$ cat config.mk
export PLATFORM = sky130hd
export DESIGN_NAME = functional_unit
export DESIGN_NICKNAME = d
export VERILOG_FILES = /design/src/rtl/rs_pkg.sv /design/src/rtl/fu_alu.sv /design/src/rtl/functional_unit.sv
export SDC_FILE = /design/constraint.sdc
export NUM_CORES = 1
export LEC_CHECK = 0
export BUFFER_PORTS_ARGS = -buffer_cell sky130_fd_sc_hd__buf_2
export CORE_ASPECT_RATIO = 1.75
export CORE_MARGIN = 5
export CORE_UTILIZATION = 25
export CTS_BUF_LIST = sky130_fd_sc_hd__clkbuf_16
export DETAILED_ROUTE_END_ITERATION = 10
export GPL_TIMING_DRIVEN = 0
export SLEW_MARGIN = 5
export SYNTH_ARGS = -nofsm -noshare
export SYNTH_HDL_FRONTEND = slang
export SYNTH_SLANG_ARGS = --single-unit
$ cat constraint.sdc
create_clock -name clk -period 8.75 [get_ports clk]
set_input_delay 0.4375 -clock clk [delete_from_list [all_inputs] [get_ports clk]]
set_output_delay 0.4375 -clock clk [all_outputs]
set_load 0.1 [all_outputs]
$ cat src/rtl/rs_pkg.sv
// Shared reservation-station definitions: opcode encodings, tag width, FU state.
// Latency: n/a (declarations only).
// Backpressure: n/a.
//
// Imported by decode, the reservation station, the functional units and the
// forwarding checker so every consumer agrees on the alu_type encoding.
package rs_pkg;

    // Physical register tag / ROB index width used across the issue path.
    localparam int TAG_W = 6;

    // alu_type encodings. Code 0 and 12..15 are unassigned and yield 0.
    localparam logic [3:0] ALU_NOP   = 4'd0;
    localparam logic [3:0] ALU_ADD   = 4'd1;
    localparam logic [3:0] ALU_SUB   = 4'd2;
    localparam logic [3:0] ALU_AND   = 4'd3;
    localparam logic [3:0] ALU_OR    = 4'd4;
    localparam logic [3:0] ALU_XOR   = 4'd5;
    localparam logic [3:0] ALU_SLL   = 4'd6;
    localparam logic [3:0] ALU_SRL   = 4'd7;
    localparam logic [3:0] ALU_SRA   = 4'd8;
    localparam logic [3:0] ALU_SLT   = 4'd9;
    localparam logic [3:0] ALU_SLTU  = 4'd10;
    localparam logic [3:0] ALU_PASSB = 4'd11;

    // Functional-unit slot state.
    typedef enum logic [1:0] {
        FU_IDLE = 2'd0,
        FU_EXEC = 2'd1,
        FU_WB   = 2'd2
    } fu_state_t;

endpackage

$ cat src/rtl/fu_alu.sv
// Combinational 32-bit integer ALU / address generator for one FU slot.
// Latency: 0 cycles (purely combinational).
// Backpressure: none; the caller registers the result.
//
// Ports:
//   op     - alu_type opcode (rs_pkg encodings)
//   a, b   - operands; b is already muxed (rs2 or imm) by the caller
//   is_ls  - address generation: result is a + b regardless of op
//   result - 32-bit result, truncated, no overflow indication
module fu_alu
    import rs_pkg::*;
(
    input  logic [3:0]  op,
    input  logic [31:0] a,
    input  logic [31:0] b,
    input  logic        is_ls,
    output logic [31:0] result
);

    logic [4:0] shamt;

    assign shamt = b[4:0];

    always_comb begin
        result = 32'd0;
        if (is_ls) begin
            // Effective address; the caller guarantees b is the immediate.
            result = a + b;
        end else begin
            case (op)
                ALU_ADD:   result = a + b;
                ALU_SUB:   result = a - b;
                ALU_AND:   result = a & b;
                ALU_OR:    result = a | b;
                ALU_XOR:   result = a ^ b;
                ALU_SLL:   result = a << shamt;
                ALU_SRL:   result = a >> shamt;
                ALU_SRA:   result = $unsigned($signed(a) >>> shamt);
                ALU_SLT:   result = {31'd0, ($signed(a) < $signed(b))};
                ALU_SLTU:  result = {31'd0, (a < b)};
                ALU_PASSB: result = b;
                default:   result = 32'd0;
            endcase
        end
    end

endmodule

$ cat src/rtl/functional_unit.sv
// Single-issue execution slot: accepts one micro-op, runs it EXEC_LATENCY cycles, holds it for the CDB.
// Latency: issue accepted at edge E -> wb_valid from edge E+EXEC_LATENCY-1; one op per EXEC_LATENCY+1 cycles.
// Backpressure: fu_ready low while busy; result held until wb_grant; issue while busy is dropped and flagged.
//
// Ports:
//   clk, reset_n        - clock, synchronous active-low reset
//   flush               - squash any in-flight op (next edge -> idle)
//   issue_*             - micro-op fields from the reservation station
//   fu_ready            - slot empty, an issue this cycle will be accepted
//   wb_valid, wb_grant  - result request / acceptance with the CDB arbiter
//   wb_*                - captured result and tags, stable throughout writeback
//   issue_overrun       - sticky: an issue arrived while fu_ready was low
module functional_unit #(
    parameter int EXEC_LATENCY = 1,   // legal range 1..15
    parameter int TAG_W        = 6
) (
    input  logic             clk,
    input  logic             reset_n,
    input  logic             flush,
    input  logic             issue_valid,
    input  logic             issue_is_LS,
    input  logic             issue_alusrc,
    input  logic [3:0]       issue_alu_type,
    input  logic [TAG_W-1:0] issue_rd_tag,
    input  logic [TAG_W-1:0] issue_rob_num,
    input  logic [31:0]      issue_rs1_val,
    input  logic [31:0]      issue_rs2_val,
    input  logic [31:0]      issue_imm,
    output logic             fu_ready,
    output logic             wb_valid,
    input  logic             wb_grant,
    output logic [31:0]      wb_value,
    output logic [31:0]      wb_store_data,
    output logic [TAG_W-1:0] wb_rd_tag,
    output logic [TAG_W-1:0] wb_rob_num,
    output logic             wb_is_LS,
    output logic             issue_overrun
);

    import rs_pkg::*;

    // EXEC counts down from EXEC_LATENCY-2 to 0; with latency 1 the counter
    // is never loaded, so clamp the constant to stay non-negative.
    localparam int          CNT_INIT_I = (EXEC_LATENCY >= 2) ? (EXEC_LATENCY - 2) : 0;
    localparam logic [3:0]  CNT_INIT   = 4'(CNT_INIT_I);
    localparam logic        SKIP_EXEC  = (EXEC_LATENCY <= 1);

    fu_state_t   state;
    logic [3:0]  cnt;

    logic [31:0] alu_b;
    logic [31:0] alu_result;

    // Address generation always adds the immediate, whatever alusrc says.
    assign alu_b = (issue_alusrc || issue_is_LS) ? issue_imm : issue_rs2_val;

    fu_alu u_alu (
        .op     (issue_alu_type),
        .a      (issue_rs1_val),
        .b      (alu_b),
        .is_ls  (issue_is_LS),
        .result (alu_result)
    );

    // Handshake outputs are pure state decodes: no input-to-output path.
    assign fu_ready = (state == FU_IDLE);
    assign wb_valid = (state == FU_WB);

    always_ff @(posedge clk) begin
        if (!reset_n) begin
            state         <= FU_IDLE;
            cnt           <= 4'd0;
            wb_value      <= 32'd0;
            wb_store_data <= 32'd0;
            wb_rd_tag     <= '0;
            wb_rob_num    <= '0;
            wb_is_LS      <= 1'b0;
            issue_overrun <= 1'b0;
        end else if (flush) begin
            // Captured data is left in place; wb_valid low makes it dead.
            // A simultaneous issue or grant is deliberately ignored.
            state <= FU_IDLE;
            cnt   <= 4'd0;
        end else begin
            case (state)
                FU_IDLE: begin
                    if (issue_valid) begin
                        wb_value      <= alu_result;
                        wb_store_data <= issue_rs2_val;
                        wb_rd_tag     <= issue_rd_tag;
                        wb_rob_num    <= issue_rob_num;
                        wb_is_LS      <= issue_is_LS;
                        cnt           <= CNT_INIT;
                        state         <= SKIP_EXEC ? FU_WB : FU_EXEC;
                    end
                end

                FU_EXEC: begin
                    if (issue_valid) begin
                        issue_overrun <= 1'b1;
                    end
                    if (cnt == 4'd0) begin
                        state <= FU_WB;
                    end else begin
                        cnt <= cnt - 4'd1;
                    end
                end

                FU_WB: begin
                    if (issue_valid) begin
                        issue_overrun <= 1'b1;
                    end
                    if (wb_grant) begin
                        state <= FU_IDLE;
                    end
                end

                default: begin
                    state <= FU_IDLE;
                end
            endcase
        end
    end

endmodule
Word-level counts from Yosys, hierarchy flattened
Cells that the tools add are included.
Widths: inputs -> output; s select.

word-level totals
  register bits after elaboration = 84
  input port bits = 119
  output and inout bits = 80

operators by class
  add/subtract/negate cells = 3
  magnitude comparators = 2
  eq/ne operators = 17
  shift-type cells = 3
  mux-type cells = 10
  bitwise logic cells = 5
  reduce and logical (&&, ||, !) cells = 10

operators with widths
  cell                 count
  $pmux 32 s11         1
  $lt 32x32->1         2
  $mux 32              2
  $add 32x32->32       1
  $and 32x32->32       1
  $or 32x32->32        1
  $shl 32x5->32        1
  $shr 32x5->32        1
  $sshr 32x5->32       1
  $sub 32x32->32       1
  $xor 32x32->32       1
  $eq 4x3->1 const B   4
  $eq 4x4->1 const B   4
  $reduce_and 3->1     4
  $eq 4x2->1 const B   2
  $mux 4               2
  $pmux 4 s2           1
  $mux 2               3
  $ne 2x2->1 const B   3
  $pmux 2 s3           1
  $eq 4x1->1 const B   1
  $logic_not 4->1      1
  $reduce_or 2->1      2
  $sub 4x1->4 const B  1
  other kinds (7)      8

Logic depth before layout (Yosys ltp)
Gate-level depths: netlist of run 1.

  word-level depth = 5
  mapped depth = 19
  gate-level depth less buffers = 15

Cells and area by module
A second synthesis of run 1 with hierarchy kept.

unflattened totals
  cell total of the unflattened synthesis = 1761
  area, all modules = 12927.4 µm²

by module, submodules not included
  module           times used  cells an instance  area an instance (µm²)  seq. area each (µm²)
  fu_alu           1           1381               9382.7                  0.0
  functional_unit  1           380                3544.6                  1581.5

Worst setup path before layout of run 1
Ideal clock, no wire load.

  path type = input-to-reg
  start point = in issue_alusrc
  end point = reg wb_value[24]
  library setup time = 0.130 ns
  arrival time = 4.251 ns
  path slack = 4.369 ns
  cell stages on the path = 17
  buffers on the path = 3
  path through = buf_4 > nor2_1 > buf_2 > buf_1 > mux2_2 > inv_1 > ha_1 > a211o_1 > or4_1 > o22ai_1 > o21bai_1 > a31o_2 > a21o_1 > a21oi_1 > xnor2_1 > a32oi_1 > o21ai_0

between the ends
  cells in the longest elaborated chain, start to end = 5

ends and longest elaborated chain
  what                                    line                   source
  start: declaration                      functional_unit.sv:22  input logic issue_alusrc,
  $logic_or 1x1->1 (*)                    functional_unit.sv:55  assign alu_b = (issue_alusrc || issue_is_LS) ? issue_imm : issue_rs2_val;
  $mux 32 (*)                             functional_unit.sv:55
  $sub 32x32->32 (tied with other cells)  fu_alu.sv:32           ALU_SUB: result = a - b;
  $pmux 32 s11                            fu_alu.sv:30           case (op)
  $mux 32 (*)                             fu_alu.sv:26           if (is_ls) begin
  end signal: assignment                  functional_unit.sv:88  wb_value <= alu_result;
  end: declaration                        functional_unit.sv:32  output logic [31:0] wb_value,

Every way passes the cells marked *; elsewhere a longest branch is shown, timed or not.
A chain may end at the register's enable or synchronous reset.

Final worst setup path of run 1
  start point = in issue_alusrc
  end point = reg wb_value[26]

Same word-level chain as after synthesis.

==> run_results.csv, run 1 <==
group,metric,value,unit
run_status,status,"complete, but fails checks",
run_status,violations,"max-capacitance violations, max-slew violations",
sta,setup_viol,0,
grt,grt_overflow,0,
setup_path,arrival,7680,ps
final_layout,area_growth,16.9,%
sta,hold_viol,0,
final_layout,diodes,0,
cts,clk_latency,370,ps
sta,final.setup_skew,13.7,ps
cts,cts_tree,"done",
floorplanning,pin_count,199,
setup_path,rrSetupSlack,5530,ps
cts,cts_hold_buf,0,
worst_hold_path,hold_path.class,"in2reg",
detailed_routing,wire_per_inst,33.4,um
synth,synth.avg_cell_area,6.88,um^2
worst_hold_path,whs_path_depth,2,
synth,synth_cell_type_count,85,
setup_path,r2r-end,"wb_value[26]",
placement,place_congestion,1.05,
placement,io_buffers,196,
floorplanning,fp.dieW,180,um
cts,cts_resized,0,
setup_path,reg2reg_from,"state[1]",
sta,min_period_over_period,0.859,
cts,htreeDepth,3,
sta,fmax,133,MHz
setup_path,crit_fanout,11,
cts,cts_setup_buffers,0,
setup_path,rr_worst_depth,7,
sta,slew_violations,1,
detailed_routing,vias_per_cell,6.08,
final_layout,final_common_cell,"nand2_1",
detailed_routing,vias,16493,
final_layout,drive_gt1_frac,0.142,
cts,numCtsBuffers,9,
job,max_cap_viol_count,1,
detailed_routing,wl,90400,um
power,power_density,141,nW/um^2
floorplanning,start_util,0.251,
setup_path,worstSetupPathType,"in2reg",
synth,syn-num-nets,2050,
synth,synth-warning-count,0,
synth,synth_edf_count,0,
cts,clkSinkCount,79,
sta,relSlewSlack,-0.00223,
detailed_routing,remaining_drc_errors,0,
grt,grt_pass1_vias,16575,
floorplanning,rows,109,
final_layout,final_cell_mix,"nand2_1 (238), buf_2 (212), a21oi_1 (199)",
grt,grt_first_pass_wirelength,125000,um
cts,path_clk_slew,60,ps
synth,syn_area,12600,um^2
sta,tightestPinTransition,1490,ps
detailed_routing,first_pass_iters,6,
synth,async_flop_share,0,
cts,cts_buffer_depth,2,
sta,tns,0,ps
detailed_routing,route.antenna.remaining_nets,0,
final_layout,nets,2258,
floorplanning,core,50200,um^2
setup_path,end_kind,"register",
floorplanning,die_area,55200,um^2
setup_path,worstPathRequired,8920,ps
placement,dp_hpwl,75700,um
floorplanning,die_y,307,um
synth,synth_cells,1833,
worst_hold_path,hp-start,"flush",
worst_hold_path,hold_end,"state[1]",
grt,grt_util_all_layers,0.312,
power,ir_worst_vdd,0.0000823,V
grt,grt_max_degree,13,
synth,yosysSeqAreaShare,0.125,
final_layout,utilization,0.294,
synth,synth_seq_cells,79,
power,p_leak,6.04,nW
sta,fin_crit,7520,ps
sta,rsz0062_at_grt,"no",
cts,cts_root_buffer,"clkbuf_16",
setup_path,start_kind,"input pin",
synth,ys.flop_type,"dfxtp_1",
detailed_routing,drt_iter0_markers,1772,
grt,antenna_found_initial,0,
[worst max-delay path, stage by stage]
cell and delay [ps]:
buf_4 150, nor2_1 220, buf_2 510, a21oi_1 500
inv_1 400, clkbuf_1 680, buf_2 480, clkbuf_1 650
ha_1 300, o21ai_0 110, a21oi_1 300, o22ai_1 200
o31ai_1 910, nor2_1 120, xnor2_1 220, and2_1 210
a2111oi_0 980, a2111oi_0 260
[power by group]
group | total [mW] | switching [mW] | internal (mW)
clock network | 0.409 | 0.164 | 0.245
logic | 1.28 | 0.940 | 0.340
registers | 0.392 | 0.0112 | 0.380
[metrics by stage]
stage / cell area [um^2] / instances / worst slack (ps) / total power [mW] / hold WS, ps
3_5_place_dp: 14400 / 2696 / 1310 / 1.64 / 443
6_report: 14700 / 2711 / 1230 / 2.08 / 264
4_1_cts: 14700 / 2711 / 1640 / 2.05 / 250
2_1_floorplan: 12600 / 1833 / 4370 / 1.18 / 521
3_3_place_gp: 14400 / 2695 / 1230 / 1.64 / 439
5_1_grt: 14700 / 2711 / 1290 / 2.15 / 272
[synthesized netlist by cell type, types with 5 or more instances]
master / instances / area (um^2)
o21bai_1: 14 / 105
dfxtp_1: 79 / 1580
o221ai_1: 29 / 254
o31ai_1: 16 / 120
a32oi_1: 7 / 61.3
a211oi_1: 25 / 188
o2bb2ai_1: 7 / 61.3
a31oi_1: 34 / 213
nand4_1: 9 / 56.3
a221oi_1: 26 / 228
mux2_2: 10 / 113
buf_6: 5 / 56.3
nand3_1: 57 / 285
nor2_1: 148 / 556
o21ai_0: 142 / 711
o311ai_0: 7 / 61.3
o21ai_1: 10 / 50.1
nor2b_1: 7 / 43.8
mux4_2: 24 / 541
o211ai_1: 45 / 338
xnor2_1: 45 / 394
nor4_1: 13 / 81.3
clkbuf_1: 90 / 338
a21o_1: 14 / 105
o22ai_1: 13 / 81.3
a311o_1: 5 / 50.1
nor3_1: 35 / 175
nand2_1: 238 / 893
or3_1: 13 / 81.3
a2111oi_0: 6 / 52.6
buf_1: 27 / 101
inv_1: 102 / 383
a21oi_1: 199 / 996
and3_1: 11 / 68.8
ha_1: 97 / 1210
a22oi_1: 20 / 150
o21a_1: 12 / 90.1
a21boi_0: 7 / 52.6
nand2b_1: 11 / 68.8
buf_2: 16 / 80.1
mux2i_1: 65 / 651
[layout make-up]
cell class | instances | area (um^2)
clock inverter | 6 | 76.3
tap | 666 | 833
timing repair buffer | 197 | 992
clock buffer | 9 | 225
buffer | 140 | 591
multi-input combinational | 1508 | 10000
sequential | 79 | 1580
inverter | 106 | 400
fill | 5692 | 35500
[flip-flops by register name (all words and copies together), names as in the netlist]
register / cells
wb_rob_num: 6
wb_value: 32
wb_is_LS: 1
wb_store_data: 32
state: 1
issue_overrun: 1
wb_rd_tag: 6
[metal layers]
metal	GRT usage	vias to the layer above	share of wire	routed length, um
met3	0.0432	379	0.057	5140
met4	0.322	0	0.13	11800
met1	0.302	7915	0.33	29500
met2	0.550	975	0.49	44000
li1	-	7224	-	-
met5	0	-	0	0
[worst max-delay path by stage]
stage,startpoint,endpoint,slack [ps]
CTS,issue_alusrc,wb_value[26],1640
global placement,issue_alusrc,wb_value[26],1230
finish,issue_alusrc,wb_value[26],1230
global route,issue_alusrc,wb_value[26],1290
detailed placement,issue_alusrc,wb_value[26],1310
floorplan,issue_alusrc,wb_value[24],4370
[logic make-up (layout without fill, tap and decap cells)]
family,after synthesis,count (layout),share of synthesized area
AO/OA/AOI/OAI,695,695,0.361
XOR/XNOR,48,48,0.0334
adder cells (fa/ha/maj),98,98,0.0979
buffers and inverters,246,458,0.0786
flip-flops,79,79,0.125
multiplexers,99,99,0.103
AND/OR/NAND/NOR,568,568,0.201
No activity file was read; power rests on OpenSTA's default activity.
==> run 2, diff against run 1 <==
--- a/config.mk
+++ b/config.mk
@@ -5,7 +5,9 @@
 export SDC_FILE = /design/constraint.sdc
 export NUM_CORES = 1
 export LEC_CHECK = 0
+export ABC_AREA = 1
 export BUFFER_PORTS_ARGS = -buffer_cell sky130_fd_sc_hd__buf_2
+export CAP_MARGIN = 40
 export CORE_ASPECT_RATIO = 1.75
 export CORE_MARGIN = 5
 export CORE_UTILIZATION = 25
==> run 2 against run 1 <==
Compared with the run above:
- the flow now finishes without violations
- sequential cell count is the same
- worst hold slack lost 26 ps
- register-to-register slack gained 510 ps
- critical path type unchanged
- largest cell class unchanged
==> run_results.csv, run 2 <==
group,metric,value,unit
run_status,status,"complete, no violations",
floorplanning,die_y,313,um
synth,async_flop_share,0,
floorplanning,fp.dieW,183,um
job,max_cap_viol_count,0,
detailed_routing,wl,97500,um
setup_path,max_stage_delay,770,ps
power,p_leak,7.90,nW
power,ir_worst_vdd,0.000182,V
placement,dp_hpwl,81100,um
cts,cts_setup_buffers,0,
synth,synth.avg_cell_area,5.36,um^2
sta,final.setup_skew,11.6,ps
setup_path,cpMaxStageDelayCell,"clkbuf_1",
detailed_routing,first_pass_iters,7,
synth,synth_cell_type_count,49,
setup_path,end_kind,"register",
cts,cts_resized,0,
setup_path,arrival,5630,ps
grt,grt_first_pass_wirelength,135000,um
sta,slew_violations,0,
sta,setup_viol,0,
sta,layout_setup_ws,3400,ps
sta,fin_crit,5350,ps
setup_path,crit_fanout,11,
grt,antenna_found_initial,3,
sta,fmax,187,MHz
detailed_routing,vias_per_cell,5.57,
synth,synthTopCellsByCount,"nand2_1 (714), nand3_1 (390), inv_1 (277), nor2_1 (199), a21oi_1 (177)",
final_layout,nets,2896,
final_layout,diodes,0,
cts,clk_latency,370,ps
cts,cts_root_buffer,"clkbuf_16",
worst_hold_path,hold_path.class,"in2reg",
synth,syn-num-nets,2669,
final_layout,final_cell_mix,"nand2_1 (714), nand3_1 (390), inv_1 (277)",
floorplanning,start_util,0.252,
detailed_routing,route.antenna.remaining_nets,0,
cts,numCtsBuffers,9,
grt,grt_util_all_layers,0.331,
final_layout,utilization,0.296,
floorplanning,core,52200,um^2
final_layout,area_growth,17.8,%
cts,htreeDepth,3,
cts,cts_tree,"done",
synth,syn_area,13100,um^2
synth,synth_edf_count,0,
floorplanning,pin_count,199,
floorplanning,die_area,57400,um^2
power,power_density,139,nW/um^2
grt,grt_max_degree,17,
sta,relSlewSlack,0.341,
synth,synth_top_area_frac,0.204,
sta,tns,0,ps
cts,cts_buffer_depth,2,
synth,synth_cells,2452,
setup_path,path_cells,"buf_6 -> inv_2 -> nand2_2 -> buf_6 -> nand2_2 -> nand2_2 -> clkbuf_1 -> clkbuf_1 -> ha_1 -> inv_1 -> o21ai_0 -> a21oi_1 -> o21ai_1 -> nand2_1 -> nand2_1 -> xor2_1 -> nor2_1 -> nor2_1 -> nand2_1 -> a21oi_1 -> buf_4 -> nor2_1",
final_layout,fillers,6349,
cts,cts_hold_buf,0,
synth,synth_top_area_cell,"nand2_1",
synth,synth_seq_cells,79,
placement,io_buffers,196,
cts,clkSinkCount,79,
synth,synth-warning-count,0,
synth,synth.area.top_cells,"nand2_1 (20%), nand3_1 (15%), dfxtp_1 (12%)",
detailed_routing,drt_iter0_markers,1516,
final_layout,largestRegisters,"wb_store_data: 32 flops, wb_value: 32 flops",
final_layout,final_common_cell,"nand2_1",
setup_path,worstPathRequired,9020,ps
detailed_routing,wire_per_inst,29.0,um
setup_path,start_kind,"input pin",
power,power.total,2.16,mW
final_layout,final_cell_area,15500,um^2
grt,grt_overflow,0,
synth,yosysSeqAreaShare,0.120,
sta,rsz0062_at_grt,"no",
grt,grt_pass1_vias,18810,
floorplanning,rows,111,
placement,place_congestion,1.10,
final_layout,drive_gt1_frac,0.125,
sta,tightestPinTransition,988,ps
synth,synth_most_common_cell,"nand2_1",
placement,postPlaceCellArea,15000,um^2
synth,ys.flop_type,"dfxtp_1",
setup_path,worstSetupPathType,"in2reg",
cts,path_clk_slew,70,ps
detailed_routing,vias,18716,
sta,hold_viol,0,
placement,dp_slack,3120,ps
sta,min_period_over_period,0.612,
detailed_routing,remaining_drc_errors,0,
run 2: cell count changes after synthesis, sizes merged, moves of 22 or more:
| cell | change |
|---|---|
| inv | +180 |
| clkbuf | -32 |
| a31oi | -26 |
| o211ai | -31 |
| a21oi | -22 |
| xnor2 | -44 |
| mux4 | -24 |
| mux2i | -64 |
| o221ai | -27 |
| nand2 | +489 |
| o21ai | +23 |
| nand3 | +337 |
| nor2 | +52 |
run 2: worst paths after layout:
path                  from  depth (start not counted)             to  slack (ps)
max            issue_is_LS                         22   wb_value[18]        3400
min               wb_grant                          2       state[1]         240
max reg2reg       state[1]                          7   wb_value[16]        6040
min reg2reg  issue_overrun                          2  issue_overrun         450
run 2: power by group:
part / leakage (nW) / total (mW) / switching (mW) / internal (mW)
registers: 0.647 / 0.391 / 0.0110 / 0.380
clock network: 0.166 / 0.441 / 0.183 / 0.257
logic: 7.09 / 1.32 / 1.02 / 0.305
run 2: cell type report:
cell class                 count  area [um^2]  area share
buffer                       123          594      0.0384
clock inverter                 7          116     0.00752
tap                          678          848      0.0548
timing repair buffer         216         1150      0.0744
clock buffer                   9          225      0.0146
inverter                     290         1090      0.0703
sequential                    79         1580       0.102
multi-input combinational   1960         9870       0.638
run 2: through the flow:
| stage | instances | hold WS (ps) |
|---|---|---|
| floorplan | 2452 | 536 |
| global placement | 3326 | 440 |
| detailed placement | 3333 | 442 |
| CTS | 3349 | 216 |
| global route | 3362 | 251 |
| finish | 3362 | 238 |
run 2: worst max-delay path: cells and delay by family:
| kind | cells | cell delay, ps |
|---|---|---|
| fa+ha+maj | 1 | 290 |
| xor+xnor | 1 | 170 |
| simple gates | 9 | 1100 |
| compound gates | 4 | 1450 |
| buf+inv | 7 | 2130 |
run 2: cell families after synthesis:
kind of cell             Yosys count  synth area share
adder cells (fa/ha/maj)           98            0.0939
multiplexers                       1          0.000762
flip-flops                        79             0.120
AND/OR/NAND/NOR                 1385             0.450
buffers and inverters            413             0.128
AO/OA/AOI/OAI                    461             0.197
XOR/XNOR                          15            0.0100
run 2: per-layer routing:
layer / vias up / routed length (um) / GRT usage / part of all wire
li1: 8511 / - / - / -
met1: 8669 / 30000 / 0.301 / 0.31
met2: 1053 / 47800 / 0.590 / 0.49
met3: 481 / 5640 / 0.0592 / 0.058
met4: 2 / 14000 / 0.346 / 0.14
met5: - / 8 / 0 / 0.000082
